--- config.mk ---
export PLATFORM = sky130hd
export DESIGN_NAME = ren_iss_dispatch
export DESIGN_NICKNAME = d
export VERILOG_FILES = /design/src/rtl/ren_iss_dispatch.sv
export SDC_FILE = /design/constraint.sdc
export NUM_CORES = 1
export LEC_CHECK = 0
export ABC_AREA = 1
export CAP_MARGIN = 20
export CORE_AREA = 10 10 212 214
export DETAILED_ROUTE_END_ITERATION = 7
export DIE_AREA = 0 0 222 224
export GPL_TIMING_DRIVEN = 0
export PLACE_DENSITY = 0.66
export SLEW_MARGIN = 10
export SYNTH_ARGS = -nofsm -noshare
export SYNTH_HDL_FRONTEND = slang
export SYNTH_SLANG_ARGS = --single-unit
--- constraint.sdc ---
create_clock -name CLK -period 17.2 [get_ports CLK]
set_input_delay 5.16 -clock CLK [delete_from_list [all_inputs] [get_ports CLK]]
set_output_delay 5.16 -clock CLK [all_outputs]
set_load 0.01 [all_outputs]
--- src/rtl/ren_iss_dispatch.sv ---
// ren_iss_dispatch
//   Two-entry in-order skid buffer between rename and the issue stage.
//   Each buffered word is routed to the IQ or the LSQ by its MemRead /
//   MemWrite flags, strictly in program order: a head whose target queue is
//   full holds back everything behind it.
//
// Ports
//   CLK, RESET            clock, synchronous active-high reset
//   FREEZE                hold all state, no push, no accept
//   FLUSH_IN              drop all buffered words (wins over FREEZE)
//   REN_valid_IN/data_IN  instruction offered by rename
//   REN_stall_OUT         dispatch cannot accept this cycle
//   IQ_/LSQ_full_IN       target queue full flags
//   IQ_/LSQ_pushReq_OUT   push strobes (at most one per cycle)
//   IQ_/LSQ_pushData_OUT  pushed word, zero when not pushing
//   STAT_*_OUT            performance counters
//
// Configuration
//   REN_ISS_DISPATCH_STATS_EN  when defined, STAT_iq/lsq/block count IQ
//                              pushes, LSQ pushes and blocked-head cycles;
//                              otherwise the STAT ports are tied to 0.
module ren_iss_dispatch #(
    parameter int RENISS_WIDTH = 151,
    parameter int MEMREAD_BIT  = 39,
    parameter int MEMWRITE_BIT = 40
) (
    input  logic                    CLK,
    input  logic                    RESET,
    input  logic                    FREEZE,
    input  logic                    FLUSH_IN,
    input  logic                    REN_valid_IN,
    input  logic [RENISS_WIDTH-1:0] REN_data_IN,
    output logic                    REN_stall_OUT,
    input  logic                    IQ_full_IN,
    input  logic                    LSQ_full_IN,
    output logic                    IQ_pushReq_OUT,
    output logic                    LSQ_pushReq_OUT,
    output logic [RENISS_WIDTH-1:0] IQ_pushData_OUT,
    output logic [RENISS_WIDTH-1:0] LSQ_pushData_OUT,
    output logic [31:0]             STAT_iq_OUT,
    output logic [31:0]             STAT_lsq_OUT,
    output logic [31:0]             STAT_block_OUT
);

    logic [RENISS_WIDTH-1:0] buf_q [0:1];
    logic                    head;
    logic                    tail;
    logic [1:0]              count;

    logic [RENISS_WIDTH-1:0] head_word;
    logic                    head_lsq;
    logic                    head_blocked;
    logic                    accept;
    logic                    dispatch;

    assign head_word = buf_q[head];
    assign head_lsq  = head_word[MEMREAD_BIT] | head_word[MEMWRITE_BIT];

    // Head is present and live this cycle but its target queue is full.
    assign head_blocked = (count != 2'd0) && !FREEZE && !FLUSH_IN &&
                          (head_lsq ? LSQ_full_IN : IQ_full_IN);

    assign REN_stall_OUT = (count == 2'd2) || FREEZE || FLUSH_IN;
    assign accept        = REN_valid_IN && !REN_stall_OUT;
    assign dispatch      = (count != 2'd0) && !FREEZE && !FLUSH_IN && !head_blocked;

    always_comb begin
        IQ_pushReq_OUT   = 1'b0;
        LSQ_pushReq_OUT  = 1'b0;
        IQ_pushData_OUT  = '0;
        LSQ_pushData_OUT = '0;
        if (dispatch) begin
            if (head_lsq) begin
                LSQ_pushReq_OUT  = 1'b1;
                LSQ_pushData_OUT = head_word;
            end else begin
                IQ_pushReq_OUT  = 1'b1;
                IQ_pushData_OUT = head_word;
            end
        end
    end

    // Word storage carries no reset: count alone says which entries are live.
    always_ff @(posedge CLK) begin
        if (!RESET && accept)
            buf_q[tail] <= REN_data_IN;
    end

    always_ff @(posedge CLK) begin
        if (RESET || FLUSH_IN) begin
            count <= 2'd0;
            head  <= 1'b0;
            tail  <= 1'b0;
        end else if (!FREEZE) begin
            if (accept)
                tail <= ~tail;
            if (dispatch)
                head <= ~head;
            // accept and dispatch together leave count unchanged
            count <= count + {1'b0, accept} - {1'b0, dispatch};
        end
    end

`ifdef REN_ISS_DISPATCH_STATS_EN
    logic [31:0] stat_iq;
    logic [31:0] stat_lsq;
    logic [31:0] stat_block;

    // dispatch and head_blocked are already false under FREEZE, so the
    // counters hold without an explicit freeze term.
    always_ff @(posedge CLK) begin
        if (RESET) begin
            stat_iq    <= '0;
            stat_lsq   <= '0;
            stat_block <= '0;
        end else begin
            if (IQ_pushReq_OUT)
                stat_iq <= stat_iq + 32'd1;
            if (LSQ_pushReq_OUT)
                stat_lsq <= stat_lsq + 32'd1;
            if (head_blocked)
                stat_block <= stat_block + 32'd1;
        end
    end

    assign STAT_iq_OUT    = stat_iq;
    assign STAT_lsq_OUT   = stat_lsq;
    assign STAT_block_OUT = stat_block;
`else
    assign STAT_iq_OUT    = 32'd0;
    assign STAT_lsq_OUT   = 32'd0;
    assign STAT_block_OUT = 32'd0;
`endif

endmodule

* Word level (Yosys, flattened, before mapping)
Memories as Yosys holds them, arrays and structs flattened. A register that Yosys moved wholly into a read port is not among the register bits.
Cells that the tools add are included.
** Word-level totals
- Output and inout port bits :: 401
- Input bits :: 158
- Memories :: 1
- Register bits after elaboration :: 4
- Memory bits (writable) :: 302
** Operators by class
- Add/subtract/negate cells :: 2
- Equality and inequality tests :: 1
- Mux-type cells :: 13
- Bitwise logic cells :: 4
- Reductions and logical operators :: 17
** Memories
- buf_q :: words 2, width 151, rd ports 1, clocked after Yosys merged registers in 1, write ports 1, line 45 : logic [RENISS_WIDTH-1:0] buf_q [0:1];
** Operators by type and width (count)
- 151-bit 2-to-1 mux :: 4
- 1-bit 2-to-1 mux :: 9
- 1-bit logical AND :: 6
- 1-bit zero test :: 5
- 2-bit AND reduction :: 2
- 1-bit logical OR :: 3
- 1-bit NOT :: 3
- 2-bit by 1-bit adder with 2-bit output :: 1
- 2-bit equality test, second input constant :: 1
- 2-bit nonzero test :: 1
- 2-bit by 1-bit subtractor with 2-bit output :: 1
- 1-bit OR :: 1

* Longest topological paths before layout
Gate-level depths: netlist of run 1.
- Word-level depth :: 9
- Depth in mapped cells :: 15
- Mapped depth without buffers :: 14

* Worst setup path after synthesis of run 1
OpenSTA, ideal clock, no wires.
- Kind :: input to register
- Start point :: in FLUSH_IN
- End point :: mem buf_q[0][0], enable pin
- Stages on the path :: 3
- Path buffers :: 0
- Slack :: 0.650 ns
- Required time :: 16.355 ns
- Library setup time :: 0.845 ns
- Arrival :: 15.705 ns
- Cell sequence :: inv_1 > nand4_1 > nor3_1
** On the way
- Longest elaborated chain between the ends :: 6
** RTL lines
- from (decl) :: line 30 : input logic FLUSH_IN,
- 1-bit logical OR :: line 63 : assign REN_stall_OUT = (count == 2'd2) || FREEZE || FLUSH_IN;
- 1-bit zero test :: line 64 : assign accept = REN_valid_IN && !REN_stall_OUT;
- 1-bit logical AND :: line 64
- 1-bit logical AND :: line 85 : if (!RESET && accept)
- 1-bit 2-to-1 mux :: line 85
- 1-bit 2-to-1 mux (implied by the code) :: line 86 : buf_q[tail] <= REN_data_IN;
- to (decl) :: line 45
Every way passes these cells.

* Worst setup path after layout of run 1
- Start point :: in FREEZE
- End point :: out LSQ_pushData_OUT[82]
** On the way
- Longest elaborated chain between the ends :: 7
** RTL lines
- from (decl) :: line 29 : input logic FREEZE,
- 1-bit zero test (*)
- 1-bit logical AND (*) (2 in a row) :: line 60, 65
- 1-bit logical AND :: line 60 : assign head_blocked = (count != 2'd0) && !FREEZE && !FLUSH_IN &&
- 1-bit zero test :: line 65 : assign dispatch = (count != 2'd0) && !FREEZE && !FLUSH_IN && !head_blocked;
- 1-bit logical AND (*) :: line 65
- 151-bit 2-to-1 mux (*) :: line 72 : if (dispatch) begin
- to (decl) :: line 39 : output logic [RENISS_WIDTH-1:0] LSQ_pushData_OUT,
Every way passes the cells marked *; elsewhere a longest branch is shown, timed or not.

==> impl_metrics.yaml, run 1 <==
job:
  max-cap-violations: 0
sta:
  fmax_ghz: 0.0771
  rsz0062_at_grt: "false"
  maxSlewViolCount: 0
  setup_viol: 0
  finalHoldViolCount: 0
  timing.final.crit_share_pct: 75.4
  fin_skew_ps: 18.6
  slew_headroom_pct: 35.2
  fin_ws_ps: 4240
  setup_tns_ps: 0
  min_period_ps: 12960
  tightest_slew_ps: 967
clock_tree:
  clock_latency_ps: 530
  path_clk_slew_ps: 60
  cts_made_buffers: 34
  cts_tree: "built"
  cts_setup_buffers: 0
  clock_path_buffers: 3
  cts_sinks: 307
  cts_resized: 0
  root_buffer: "clkbuf_16"
  ctsHoldBuffers: 0
  htree_levels: 2
logic_synthesis:
  syn-mean-instance-area_um2: 13.7
  yosysSeqAreaShare_pct: 70.0
  ys_warn_count: 0
  synthesis.area_mm2: 0.0131
  synth_common_cells: "304 x nor2_1, 302 x edfxtp_1, 149 x mux2i_1, 99 x buf_4, 21 x buf_2"
  yosysMostFrequentCell: "nor2_1"
  synth_xor_area_share_pct: 0.0668
  ys_seq_elements: 307
  synth_area_leaders: "edfxtp_1 69%, mux2i_1 11%, nor2_1 8.7%"
  synthMuxAreaShare_pct: 11.4
  synth_edf_count: 302
  yosysUniqueCellTypes: 22
  synth_top_flop_cell: "edfxtp_1"
  synth-compound-area-share_pct: 0.267
  synth_top_family_by_area: "multiplexers"
  yosys.area.top_type: "edfxtp_1"
  synthAdderAreaFrac_pct: 0.0955
  yosys.area_share.simple_pct: 9.76
  syn-instance-count: 958
  asyncSetResetFlopFracSynth_pct: 0
  yosysTopAreaCellShare_pct: 69.2
detailed_routing:
  routed_wl_um: 42400
  first_pass_iters: 5
  ant_nets: 0
  drc: 0
  dr_total_vias: 9170
  dr.max_layer_used: "met5"
  met1_length_um: 15700
  met3_length_um: 4030
  wl_met2_um: 21900
  drtIter0Drc: 330
  viasPerCell: 4.28
  wl_per_cell_um: 19.8
final_layout:
  fillers: 3583
  stdcell_area_mm2: 0.0201
  fin_cells: 2141
  fin_util_pct: 49.7
  drive_above_1_share_pct: 14.0
  final_nets: 1744
  area_delta_synth_final_pct: 53.7
setup_path:
  crit_path_end_kind: "primary output"
  path_class: "input port to primary output"
  crit_fanout: 10
  startpoint_type: "input port"
  critPathTopFamily: "buffers and inverters"
  critPathMaxStageDelay_ps: 610
  worstPathArrival_ps: 7800
  critPathSlowestCell: "clkdlybuf4s50_1"
  worst_ep_required_time_ps: 12040
  crit_path_cell_trace: "clkdlybuf4s50_1 -> inv_2 -> nand2_1 -> a21oi_1 -> nand3_4 -> inv_2 -> nand2_2 -> buf_2 -> buf_2 -> nor2_1 -> clkdlybuf4s50_1"
  crit_buf_inv: 6
global_route:
  grtUsageTotal_pct: 16.3
  grt_max_degree: 14
  grt_overflow: 0
  grt_pass1_wl_um: 61900
  antenna_found_initial: 7
  grt_pass1_vias: 9674
floorplanning:
  io_pins: 559
  start_util_pct: 32.3
  die_h_um: 224
  rows: 74
  core_area_mm2: 0.0406
  die_x_um: 222
  die_area_mm2: 0.0497
placement:
  dp.cells: 2081
  placed_area_mm2: 0.0191
  routabilityCongestion: 0.826
  io_buffers: 460
  dp_hpwl_um: 33800
  pre_cts_ws_ps: 4170
pwr:
  p_leak_uw: 0.00721
  p_per_area_mw_per_mm2: 80.5
  peakVddDrop_v: 0.0000755
status:
  status: "finished, final reports clean"
hold_path:
  hold_path.class: "flop to flop"
final cells by class:
type / count / area, µm² / area share, %
tap: 532 / 666 / 3.31
sequential: 307 / 9170 / 45.5
clock inverter: 18 / 164 / 0.814
timing repair buffer: 494 / 4930 / 24.5
multi-input combinational: 585 / 3200 / 15.9
inverter: 16 / 60.1 / 0.298
buffer: 147 / 1050 / 5.20
clock buffer: 41 / 898 / 4.46
antenna: 1 / 2.50 / 0.0124
power by group:
group          switching (µW)  internal (µW)
sequential               1.67            830
clock                     280            416
combinational            39.0           54.8
routing by layer:
layer | vias to the layer above | track usage [%]
met1 | 4330 | 17.1
li1 | 4406 | -
met2 | 368 | 29.4
met3 | 54 | 6.72
met5 | - | 0
met4 | 12 | 4.65
sequential cells by signal (all words and copies together) (netlist names), named ones only:
name	cells
tail	1
count	2
head	1
buf_q	302
kinds of logic (layout without fill, tap and decap cells):
logic type,after synthesis,after routing
multiplexers,149,149
adder cells (fa/ha/maj),1,1
XOR/XNOR,1,1
buffers and inverters,163,716
AND/OR/NAND/NOR,329,329
AO/OA/AOI/OAI,7,7
flip-flops,307,307
other,1,99
worst reg2reg max path, stage by stage (launching register included):
cell and delay (ps):
dfxtp_1 370, inv_1 70, nand2_1 80, nand4_1 290
nor3_2 830, buf_4 350, buf_4 230, buf_4 240
buf_6 180, buf_4 180, buf_6 160, buf_6 170
per-stage QoR:
stage               power [µW]  hold WS (ps)
finish                    1620           480
global route              1680           498
CTS                       1640           474
detailed placement         939           463
global placement           939           462
floorplan                  889           447
path summary, 6_finish.rpt:
| path | from | to | slack [ps] | cells after the start |
|---|---|---|---|---|
| worst max-delay path | FREEZE | LSQ_pushData_OUT[82] | 4240 | 11 |
| worst min-delay path | head$_SDFFE_PP0P_ | head$_SDFFE_PP0P_ | 480 | 2 |
| worst min register to register | head$_SDFFE_PP0P_ | head$_SDFFE_PP0P_ | 480 | 2 |
| worst max register to register | count[0]$_SDFFE_PP0N_ | buf_q[0][136]$_DFFE_PP_ | 13730 | 11 |
cell usage in the layout (no fill, tap or decap), types with 2 or more instances in the layout:
cell type,synthesis,routed
mux2i_1,149,149
nand3_1,4,4
clkinv_1,0,6
dfxtp_1,5,5
clkinv_2,0,7
clkbuf_1,14,20
nand2_1,11,11
o21ai_0,3,3
nand4_1,3,3
buf_4,99,117
bufinv_16,0,3
a21oi_1,4,4
nor3_2,0,2
clkdlybuf4s50_1,0,460
inv_2,4,4
buf_6,13,27
inv_1,12,12
buf_8,0,2
edfxtp_1,302,302
nand2_2,3,3
conb_1,1,98
nor2_1,304,304
buf_2,21,21
clkbuf_16,0,35
No activity file was read; power rests on OpenSTA's default activity.
==> run 2: changes to the inputs <==
- clock period: 17.2 -> 10.6 ns (I/O delays scaled with it)
==> results of run 2 <==
The final DEF is identical to that of run 1. Status: finished, final reports clean.
Among the figures that moved: setup slack after placement 4170 ps -> 1530 ps; setup slack after layout 4240 ps -> 1600 ps; register-to-register setup slack 13730 ps -> 7130 ps; total power 1620 µW -> 2630 µW; worst IR drop on VDD 0.0000755 V -> 0.000122 V
==> run 3: changes to the inputs <==
- clock period: 10.6 -> 8.1 ns (I/O delays scaled with it)
==> run 3 against run 2 <==
Compared with the run above:
- global-route usage barely moved
- clock power increased by 34%
- sequential share of layout area shrank 0.15 points
- clock skew down 5.4 ps
- routed wire length increased by 0.95%
- highest routed layer unchanged
==> impl_metrics.yaml, run 3 (synthesis results as in run 1) <==
status:
  status: "finished, final reports clean"
floorplanning:
  rows: 74
  die_x_um: 222
  start_util_pct: 32.3
  core_area_mm2: 0.0406
  io_pins: 559
  die_area_mm2: 0.0497
  die_h_um: 224
setup_path:
  r2r_start: "count[0]$_SDFFE_PP0N_"
  crit_path_end_kind: "primary output"
  ff2ff_path_depth: 11
  reg2reg_slack_ps: 4930
  r2r_end: "buf_q[0][144]$_DFFE_PP_"
  worst_ep_required_time_ps: 5670
  startpoint_type: "input port"
  worstPathArrival_ps: 5210
  crit_fanout: 10
  path_class: "input port to primary output"
detailed_routing:
  wl_met2_um: 22000
  dr.max_layer_used: "met5"
  routed_wl_um: 42800
  drc: 0
  first_pass_iters: 4
  met3_length_um: 4040
  wl_per_cell_um: 20.1
  met1_length_um: 15800
  drtIter0Drc: 400
  ant_nets: 0
  dr_total_vias: 9173
  viasPerCell: 4.30
job:
  max-cap-violations: 0
placement:
  routabilityCongestion: 0.821
  placed_area_mm2: 0.0191
  pre_cts_ws_ps: 403
  dp_hpwl_um: 33900
  io_buffers: 460
sta:
  min_period_ps: 7640
  tightest_slew_ps: 885
  rsz0062_at_grt: "false"
  fin_skew_ps: 13.2
  maxSlewViolCount: 0
  hold_ws_ps: 487
  fin_ws_ps: 458
  slew_headroom_pct: 41.0
  setup_viol: 0
  fmax_ghz: 0.131
  finalHoldViolCount: 0
  timing.final.crit_share_pct: 94.3
clock_tree:
  ctsHoldBuffers: 0
  cts_sinks: 307
  cts_resized: 0
  clock_latency_ps: 510
  htree_levels: 2
  path_clk_slew_ps: 50
  root_buffer: "clkbuf_16"
  cts_tree: "built"
  clock_path_buffers: 3
  cts_made_buffers: 35
  cts_setup_buffers: 0
pwr:
  fin_total_pwr_uw: 3470
  peakVddDrop_v: 0.000108
  p_leak_uw: 0.00719
  p_per_area_mw_per_mm2: 172
final_layout:
  largest_reg_flops: 302
  top_register: "buf_q"
  area_delta_synth_final_pct: 54.1
  fillers: 3552
  regArea_mm2: 0.00917
  multi_input_area_mm2: 0.00322
  largestRegisters: "buf_q (302), count (2)"
  layout_common_cells: "460 x clkdlybuf4s50_1, 304 x nor2_1, 302 x edfxtp_1"
  final_common_cell: "clkdlybuf4s50_1"
  drive_above_1_share_pct: 13.3
  fin_util_pct: 49.8
  final_nets: 1733
  stdcell_area_mm2: 0.0202
hold_path:
  hold_path.class: "flop to flop"
  hp-start: "head$_SDFFE_PP0P_"
  holdPathEnd: "head$_SDFFE_PP0P_"
  worstHoldPathCells: 2
global_route:
  antenna_found_initial: 6
  grt_pass1_vias: 9771
  grt_pass1_wl_um: 62200
  grt_max_degree: 18
  grt_overflow: 0
  grtUsageTotal_pct: 16.3
[run 3: cell types whose count changed in the layout (fill, tap and decap cells not counted)]
cell	delta
buf_8	+18
nor3_2	-2
nor3_4	+2
buf_6	-14
clkinv_1	+1
buf_16	+2
clkinv_4	+1
inv_6	+2
clkbuf_1	+2
buf_4	-18
clkinv_2	-2
clkinvlp_4	-1
[run 3: power breakdown]
group          switching [µW]  leakage [µW]  internal [µW]
sequential               3.56       0.00277           1760
clock                     614      0.000531            893
combinational            83.8       0.00389            117
total                     701       0.00719           2770
[run 3: through the flow]
step | cells | TNS (ps)
floorplan | 1055 | -318730
global placement | 2047 | -1575090
detailed placement | 2069 | 0
CTS | 2131 | 0
global route | 2132 | 0
finish | 2132 | 0
[run 3: worst max-delay path by stage]
stage | from | end | slack (ps) | cells past startpoint
floorplan | FLUSH_IN | buf_q[1][0]$_DFFE_PP_ | -1060 | 3
global placement | FREEZE | buf_q[1][132]$_DFFE_PP_ | -5250 | 4
detailed placement | FREEZE | LSQ_pushData_OUT[80] | 400 | 11
CTS | FREEZE | LSQ_pushData_OUT[80] | 390 | 11
global route | FLUSH_IN | LSQ_pushData_OUT[80] | 280 | 11
finish | FREEZE | LSQ_pushData_OUT[80] | 460 | 11
[run 3: cell type report]
| cell class | instances | share of cell area, % |
|---|---|---|
| Buffer | 147 | 5.18 |
| Clock inverter | 19 | 0.873 |
| Inverter | 16 | 0.297 |
| Tap cell | 532 | 3.29 |
| Antenna cell | 1 | 0.0124 |
| Multi-Input combinational cell | 585 | 15.9 |
| Timing Repair Buffer | 482 | 24.5 |
| Clock buffer | 43 | 4.48 |
| Sequential cell | 307 | 45.4 |
[run 3: critical path, stage by stage]
cell	delay [ps]
clkdlybuf4s50_1	440
inv_2	110
nand2_1	50
a21oi_1	280
nand3_4	180
inv_2	90
nand2_2	140
buf_2	320
buf_2	310
nor2_1	210
clkdlybuf4s50_1	640
[run 3: per-layer routing]
layer	vias up	global-route usage [%]
li1	4392	-
met1	4301	17.1
met2	402	29.8
met3	70	6.35
met4	8	4.39
met5	-	0
